$ cat src/rtl/fetch_queue.sv
// rtl/fetch_queue.sv - PC generator and instruction fetch FIFO feeding decode
// Entries carry {pc, pc+4, instr}; outputs fall back to constants whenever the queue is empty.
module fetch_queue #(
    parameter int               XLEN     = 32,
    parameter int               ILEN     = 32,
    parameter int               DEPTH    = 4,
    parameter logic [XLEN-1:0]  RESET_PC = '0,
    parameter logic [ILEN-1:0]  NOP      = '0
) (
    input  logic                      clk,
    input  logic                      rst,
    input  logic                      redirect_valid,
    input  logic [XLEN-1:0]           redirect_target,
    output logic [XLEN-1:0]           imem_addr,
    input  logic [ILEN-1:0]           imem_rdata,
    input  logic                      imem_ready,
    output logic                      dec_valid,
    input  logic                      dec_ready,
    output logic [ILEN-1:0]           dec_instr,
    output logic [XLEN-1:0]           dec_pc,
    output logic [XLEN-1:0]           dec_pcplus4,
    output logic [$clog2(DEPTH):0]    occupancy
);

    localparam int AW = $clog2(DEPTH);
    localparam int CW = AW + 1;

    logic [XLEN-1:0] pc_q, pc_d;
    logic [AW-1:0]   wr_ptr_q, wr_ptr_d;
    logic [AW-1:0]   rd_ptr_q, rd_ptr_d;
    logic [CW-1:0]   count_q, count_d;

    logic [XLEN-1:0] pc_mem_q      [DEPTH];
    logic [XLEN-1:0] pcplus4_mem_q [DEPTH];
    logic [ILEN-1:0] instr_mem_q   [DEPTH];

    logic            full;
    logic            deq;
    logic            enq;
    logic [XLEN-1:0] pc_plus4;
    logic [XLEN-1:0] target_aligned;
    logic            target_lsb_unused;

    assign target_lsb_unused = ^redirect_target[1:0];
    assign target_aligned    = {redirect_target[XLEN-1:2], 2'b00};
    assign pc_plus4          = pc_q + XLEN'(4);

    assign full      = (count_q == CW'(DEPTH));
    assign dec_valid = (count_q != '0);
    assign deq       = dec_valid & dec_ready;
    // A full queue still accepts a fetch when decode drains the head in the same cycle.
    assign enq       = imem_ready & ~redirect_valid & (~full | deq);

    always_comb begin
        pc_d     = pc_q;
        wr_ptr_d = wr_ptr_q;
        rd_ptr_d = rd_ptr_q;
        count_d  = count_q;
        if (redirect_valid) begin
            pc_d     = target_aligned;
            wr_ptr_d = '0;
            rd_ptr_d = '0;
            count_d  = '0;
        end else begin
            if (enq) begin
                pc_d     = pc_plus4;
                wr_ptr_d = wr_ptr_q + AW'(1);
            end
            if (deq) begin
                rd_ptr_d = rd_ptr_q + AW'(1);
            end
            if (enq && !deq) begin
                count_d = count_q + CW'(1);
            end else if (deq && !enq) begin
                count_d = count_q - CW'(1);
            end
        end
    end

    always_ff @(posedge clk) begin
        if (rst) begin
            pc_q     <= RESET_PC;
            wr_ptr_q <= '0;
            rd_ptr_q <= '0;
            count_q  <= '0;
        end else begin
            pc_q     <= pc_d;
            wr_ptr_q <= wr_ptr_d;
            rd_ptr_q <= rd_ptr_d;
            count_q  <= count_d;
        end
    end

    // Storage is left unreset; stale contents are never presented because outputs are gated by count.
    always_ff @(posedge clk) begin
        if (!rst && enq) begin
            pc_mem_q[wr_ptr_q]      <= pc_q;
            pcplus4_mem_q[wr_ptr_q] <= pc_plus4;
            instr_mem_q[wr_ptr_q]   <= imem_rdata;
        end
    end

    assign imem_addr   = pc_q;
    assign occupancy   = count_q;
    assign dec_instr   = dec_valid ? instr_mem_q[rd_ptr_q]   : NOP;
    assign dec_pc      = dec_valid ? pc_mem_q[rd_ptr_q]      : '0;
    assign dec_pcplus4 = dec_valid ? pcplus4_mem_q[rd_ptr_q] : '0;

endmodule
$ cat config.mk
export PLATFORM = sky130hd
export DESIGN_NAME = fetch_queue
export DESIGN_NICKNAME = d
export VERILOG_FILES = /design/src/rtl/fetch_queue.sv
export SDC_FILE = /design/constraint.sdc
export NUM_CORES = 1
export LEC_CHECK = 0
export ABC_AREA = 1
export CAP_MARGIN = 20
export CORE_MARGIN = 4
export CORE_UTILIZATION = 51
export DETAILED_ROUTE_END_ITERATION = 7
export GPL_TIMING_DRIVEN = 1
export PLACE_DENSITY = 0.83
export SETUP_SLACK_MARGIN = 0.3
export SLEW_MARGIN = 20
export SYNTH_ARGS = -nofsm -noshare
export SYNTH_HDL_FRONTEND = slang
export SYNTH_SLANG_ARGS = --single-unit
$ cat constraint.sdc
create_clock -name clk -period 6.6 [get_ports clk]
set_clock_uncertainty 0.2 [all_clocks]
set_input_delay 1.65 -clock clk [delete_from_list [all_inputs] [get_ports clk]]
set_output_delay 1.65 -clock clk [all_outputs]
set_load 0.01 [all_outputs]
==> results of run 1 <==
## power groups by stage
stage | sequential (W) | combinational [W] | clock [W]
after floorplan | 0.00295 | 0.000232 | 0
after global placement | 0.00296 | 0.000500 | 0
after detailed placement | 0.00296 | 0.000510 | 0
after CTS | 0.00290 | 0.000514 | 0.00234
after global routing | 0.00291 | 0.000559 | 0.00244
final | 0.00290 | 0.000516 | 0.00230
## worst min-delay path: cells and delay by family (launching register included)
kind                   cells  cell delay (ps)
AO/OA/AOI/OAI              1               70
buffers and inverters      1               50
flip-flops                 1              290
## final timing paths
path	startpoint	end	slack [ps]
worst min-delay path	rd_ptr_q[1]	register	260
worst max register to register	occupancy[0]	imem_addr[13]	3790
worst min register to register	rd_ptr_q[1]	register	260
worst max-delay path	register	dec_instr[2]	1280
## area by class of cell
cell class / count / area, um^2
Clock inverter: 17 / 190
Sequential cell: 407 / 11800
Inverter: 74 / 282
Clock buffer: 56 / 1150
Tap cell: 442 / 553
Fill cell: 2418 / 12000
Timing Repair Buffer: 215 / 2140
Multi-Input combinational cell: 971 / 4520
## per-layer routing
layer  wire [um]  track usage, %  up-vias
met2       20700            38.3      554
li1            -               -     5588
met3        3660            4.19      100
met4        1340            7.51        2
met1       16800            29.9     5729
met5          12               0        -
## registers in the layout (all words and copies together), names as in the netlist, named ones only
register,count
pc_mem_q,120
occupancy,3
imem_addr,30
wr_ptr_q,2
rd_ptr_q,2
pcplus4_mem_q,120
instr_mem_q,128
## per-stage QoR
step | setup TNS, ps | cell area, um^2 | setup slack [ps] | power (W) | util [%]
2_1_floorplan | -119470 | 17000 | -325 | 0.00318 | -
3_3_place_gp | 0 | 19300 | 1840 | 0.00345 | 59.1
3_5_place_dp | 0 | 19300 | 1810 | 0.00347 | 59.1
4_1_cts | 0 | 20700 | 1250 | 0.00575 | 63.2
5_1_grt | 0 | 20700 | 1030 | 0.00591 | 63.2
6_report | 0 | 20700 | 1280 | 0.00572 | 63.2
## synthesized netlist by cell type (all sizes together), types with 2 or more instances
master	number	area, um^2
nand3b	2	15.0
nand2	149	612
xor2	15	169
buf	35	188
a31oi	3	18.8
inv	73	274
nor3	2	10.0
ha	6	75.1
nand4	5	31.3
a21oi	123	623
clkbuf	54	243
nor2	425	1700
nand3	17	85.1
and2	4	25.0
edfxtp	368	11100
dfxtp	39	781
o21ai	210	1050
## logic make-up after synthesis
| logic type | Yosys count | synth area share, % |
|---|---|---|
| XOR/XNOR | 15 | 0.993 |
| other | 1 | 0.0221 |
| AO/OA/AOI/OAI | 339 | 10.1 |
| flip-flops | 407 | 69.6 |
| AND/OR/NAND/NOR | 604 | 14.6 |
| adder cells (fa/ha/maj) | 7 | 0.559 |
| buffers and inverters | 163 | 4.16 |
==> impl_metrics.csv, run 1 <==
group,metric,value,unit
cts,cts_resized,0,
yosys,netlist_instances,1536,
layout,drive_gt1_share,7.76,%
sta,hold_viol,0,
power_and_ir_drop,seqPwrFrac,50.7,%
yosys,synth_area_per_cell,11.1,um^2
setup_path,crit_type,"register to output pin",
die,rows,66,
yosys,ys_ff_latch,407,
yosys,ys_types,35,
yosys,synth-edff-count,368,
layout,instances_no_fill,2182,
cts,cts_hold_buffers,0,
route,viasPerCell,5.49,
sta,rsz0062_at_grt,"no",
setup_path,cp_max_fo,93,
power_and_ir_drop,netSwitchingFraction,22.1,%
place,place_congestion,0.890,
sta,worst_pin_slew,874,ps
layout,layout_commonest_cell,"nor2_1",
yosys,async_reset_ff_share,0,%
die,ios,201,
job,drv_cap,0,
setup_path,slowest_stage,"inv_4",
route,drc,0,
route,wire_per_inst,19.4,um
yosys,yosys_most_used_dff,"edfxtp_1",
sta,slew-limit-headroom,41.7,%
layout,fin_nets,1786,
power_and_ir_drop,internal_power,0.00446,W
power_and_ir_drop,ir_drop,0.223,mV
sta,finalSetupViolCount,0,
die,initial_utilization,52.0,%
setup_path,setup.worst_path.start_class,"register",
cts,clockRootBuffer,"clkbuf_16",
route,vias,12000,
setup_path,reg2reg_depth,9,
setup_path,path_buf_inv,3,
sta,finalCritPeriodShare,80.6,%
cts,clockBufferDepth,3,
sta,slew_violations,0,
cts,cts_buffers,41,
grt,grt_max_degree,123,
die,fp.coreArea,32700,um^2
cts,clk_latency,530,ps
worst_hold_path,hp-class,"register to register",
grt,grtUsageTotal,22.7,%
cts,cts_tree,"yes",
cts,post-cts-setup-buffers,0,
cts,h-tree-depth,2,
grt,grt_pass1_wl,64000,um
route,drt-initial-drc-count,847,
cts,cts.sinks,407,
layout,areaGrowthSynthToFinish,21.6,%
yosys,yosys_warnings,0,
die,die_area,36300,um^2
route,drtPass1Iterations,5,
route,wirelength,42400,um
status,status,"finished, final reports clean",
route,postRouteAntennaNets,0,
worst_hold_path,hold_depth,2,
setup_path,cp-end-kind,"output pin",
setup_path,cp_num_cells,5,
place,dp_hpwl,25100,um
setup_path,crit_required,4750,ps
power_and_ir_drop,leakagePower,7.20,nW
grt,grt_overflow,0,
die,fp.dieH,191,um
sta,period_needed,5320,ps
die,die_w,191,um
setup_path,crit_family,"buffers and inverters",
grt,grt_pass1_vias,11700,
setup_path,slowest_delay,710,ps
setup_path,arrival,3470,ps
power_and_ir_drop,combPwrFrac,9.0,%
sta,fmax,188,MHz
power_and_ir_drop,p_per_area,277,nW/um^2
layout,final_cell_mix,"nor2_1, edfxtp_1, o21ai_0",
place,io_buffers,192,
yosys,ys_seq_area_share,69.6,%
yosys,syn-cell-area,17000,um^2
grt,antenna_found_initial,1,
setup_path,path_cells,"inv_4 > buf_4 > o21ai_0 > a21oi_1 > clkdlybuf4s50_1",
power_and_ir_drop,p_sw,0.00126,W
sta,hold_ws,255,ps
layout,diodes,0,
cts,clk_pin_slew_worst_paths,60,ps
place,placed_cells,2108,
power_and_ir_drop,power_frac_clock,40.2,%
(Power assumes the default switching activity.)
==> run 2, diff against run 1 <==
Settings changed: CORE_UTILIZATION 51 to 56, PLACE_DENSITY 0.83 to 0.86.
Clock period 6.6 ns to 5.3 ns, I/O delays scaled along.
==> run 2 against run 1 <==
Against the previous run:
- hold slack better by 5.0 ps
- clock power grew 27%
- core utilization up 6.1 points
- power is 25% higher
- largest cell class unchanged
- sequential share of layout area barely moved
- non-clock buffer count shrank 2
- cell area barely moved
- sequential power increased by 24%
==> impl_metrics.csv, run 2 (synthesized netlist as in run 1, its figures left out) <==
group,metric,value,unit
setup_path,setup.worst_path.start_class,"register",
die,rows,63,
grt,grt_max_degree,117,
layout,areaGrowthSynthToFinish,21.6,%
layout,instances_no_fill,2131,
cts,cts_hold_buffers,0,
sta,period_needed,4550,ps
sta,finalCritPeriodShare,85.8,%
sta,slew_violations,0,
power_and_ir_drop,netSwitchingFraction,21.8,%
route,postRouteAntennaNets,0,
cts,cts.sinks,407,
die,ios,201,
die,fp.coreArea,29800,um^2
die,die_w,182,um
sta,timing.final.ws_setup,754,ps
setup_path,cp-end-kind,"output pin",
route,vias,12200,
sta,hold_ws,260,ps
place,place_ws,1220,ps
power_and_ir_drop,leakagePower,7.21,nW
setup_path,crit_family,"buffers and inverters",
cts,clockRootBuffer,"clkbuf_16",
layout,fin_nets,1784,
layout,final_cell_mix,"nor2_1, edfxtp_1, o21ai_0",
sta,worst_pin_slew,827,ps
cts,cts_resized,0,
setup_path,slowest_stage,"nor2_4",
setup_path,arrival,3020,ps
place,place_congestion,0.873,
route,viasPerCell,5.72,
setup_path,path_buf_inv,3,
grt,grtUsageTotal,24.6,%
layout,drive_gt1_share,7.58,%
grt,grt_overflow,0,
grt,antenna_found_initial,0,
die,die_area,33200,um^2
setup_path,crit_type,"register to output pin",
route,drtPass1Iterations,5,
power_and_ir_drop,power_frac_clock,40.6,%
route,drt-initial-drc-count,1289,
power_and_ir_drop,p_per_area,347,nW/um^2
status,status,"finished, final reports clean",
cts,h-tree-depth,2,
sta,timing.setup.tns,0,ps
setup_path,cp_max_fo,33,
place,placed_cells,2055,
layout,largestRegisters,"instr_mem_q (128), pc_mem_q (120), pcplus4_mem_q (120)",
power_and_ir_drop,ir_drop,0.313,mV
grt,grt_pass1_wl,64500,um
power_and_ir_drop,combPwrFrac,9.0,%
power_and_ir_drop,internal_power,0.00561,W
cts,post-cts-setup-buffers,0,
die,fp.dieH,182,um
cts,clk_latency,530,ps
setup_path,crit_required,3770,ps
worst_hold_path,hp-class,"register to register",
layout,largest_register_ffs,128,
place,io_buffers,192,
sta,rsz0062_at_grt,"no",
layout,top_register,"instr_mem_q",
sta,slew-limit-headroom,44.7,%
sta,finalSetupViolCount,0,
layout,layout_commonest_cell,"nor2_1",
layout,diodes,0,
sta,fmax,220,MHz
sta,hold_viol,0,
grt,grt_pass1_vias,12200,
cts,clk_pin_slew_worst_paths,60,ps
job,drv_cap,0,
setup_path,path_cells,"nor2_1 > inv_1 > nor2_4 > buf_4 > a21oi_1 > clkdlybuf4s50_1",
route,wirelength,41600,um
power_and_ir_drop,seqPwrFrac,50.4,%
place,dp_hpwl,24500,um
die,initial_utilization,57.1,%
cts,cts_buffers,41,
cts,clockBufferDepth,3,
cts,cts_tree,"yes",
route,wire_per_inst,19.5,um
setup_path,slowest_delay,630,ps
power_and_ir_drop,p_sw,0.00156,W
route,drc,0,
run 2: path summary, 6_finish.rpt:
check	slack (ps)	from	depth (start not counted)	end
worst max-delay path	750	occupancy[0]	6	dec_pcplus4[7]
worst max register to register	2120	occupancy[0]	12	occupancy[2]
worst min register to register	260	rd_ptr_q[1]	2	register
worst min-delay path	260	rd_ptr_q[1]	2	register
run 2: power groups by stage:
stage | logic, W | registers [W] | clock network [W]
global placement | 0.000618 | 0.00368 | 0
detailed placement | 0.000633 | 0.00368 | 0
CTS | 0.000643 | 0.00361 | 0.00296
floorplan | 0.000289 | 0.00367 | 0
finish | 0.000643 | 0.00361 | 0.00291
global route | 0.000694 | 0.00362 | 0.00311
run 2: cell type report:
type	instances	area, um^2
Clock inverter	16	190
Multi-Input combinational cell	971	4520
Tap cell	390	488
Fill cell	1940	9120
Timing Repair Buffer	213	2150
Sequential cell	407	11800
Inverter	74	282
Clock buffer	60	1200
run 2: per-stage QoR:
stage	power, W	utilization (%)	area (um^2)
after floorplan	0.00396	-	17000
after global placement	0.00429	64.7	19300
after detailed placement	0.00431	64.7	19300
after CTS	0.00721	69.4	20700
after global routing	0.00743	69.4	20700
final	0.00717	69.4	20700
run 2: per-layer routing:
layer / GRT usage (%) / routed length [um]
met4: 7.60 / 1090
met2: 41.8 / 20200
met1: 32.9 / 16000
met3: 3.97 / 4240
met5: 0 / 0
run 2: worst reg2reg max path, delay by kind of cell, from the launching register on:
family | cells | cell delay, ps
simple gates | 3 | 1060
compound gates | 4 | 610
fa+ha+maj | 2 | 560
buf+inv | 3 | 280
flops | 1 | 380
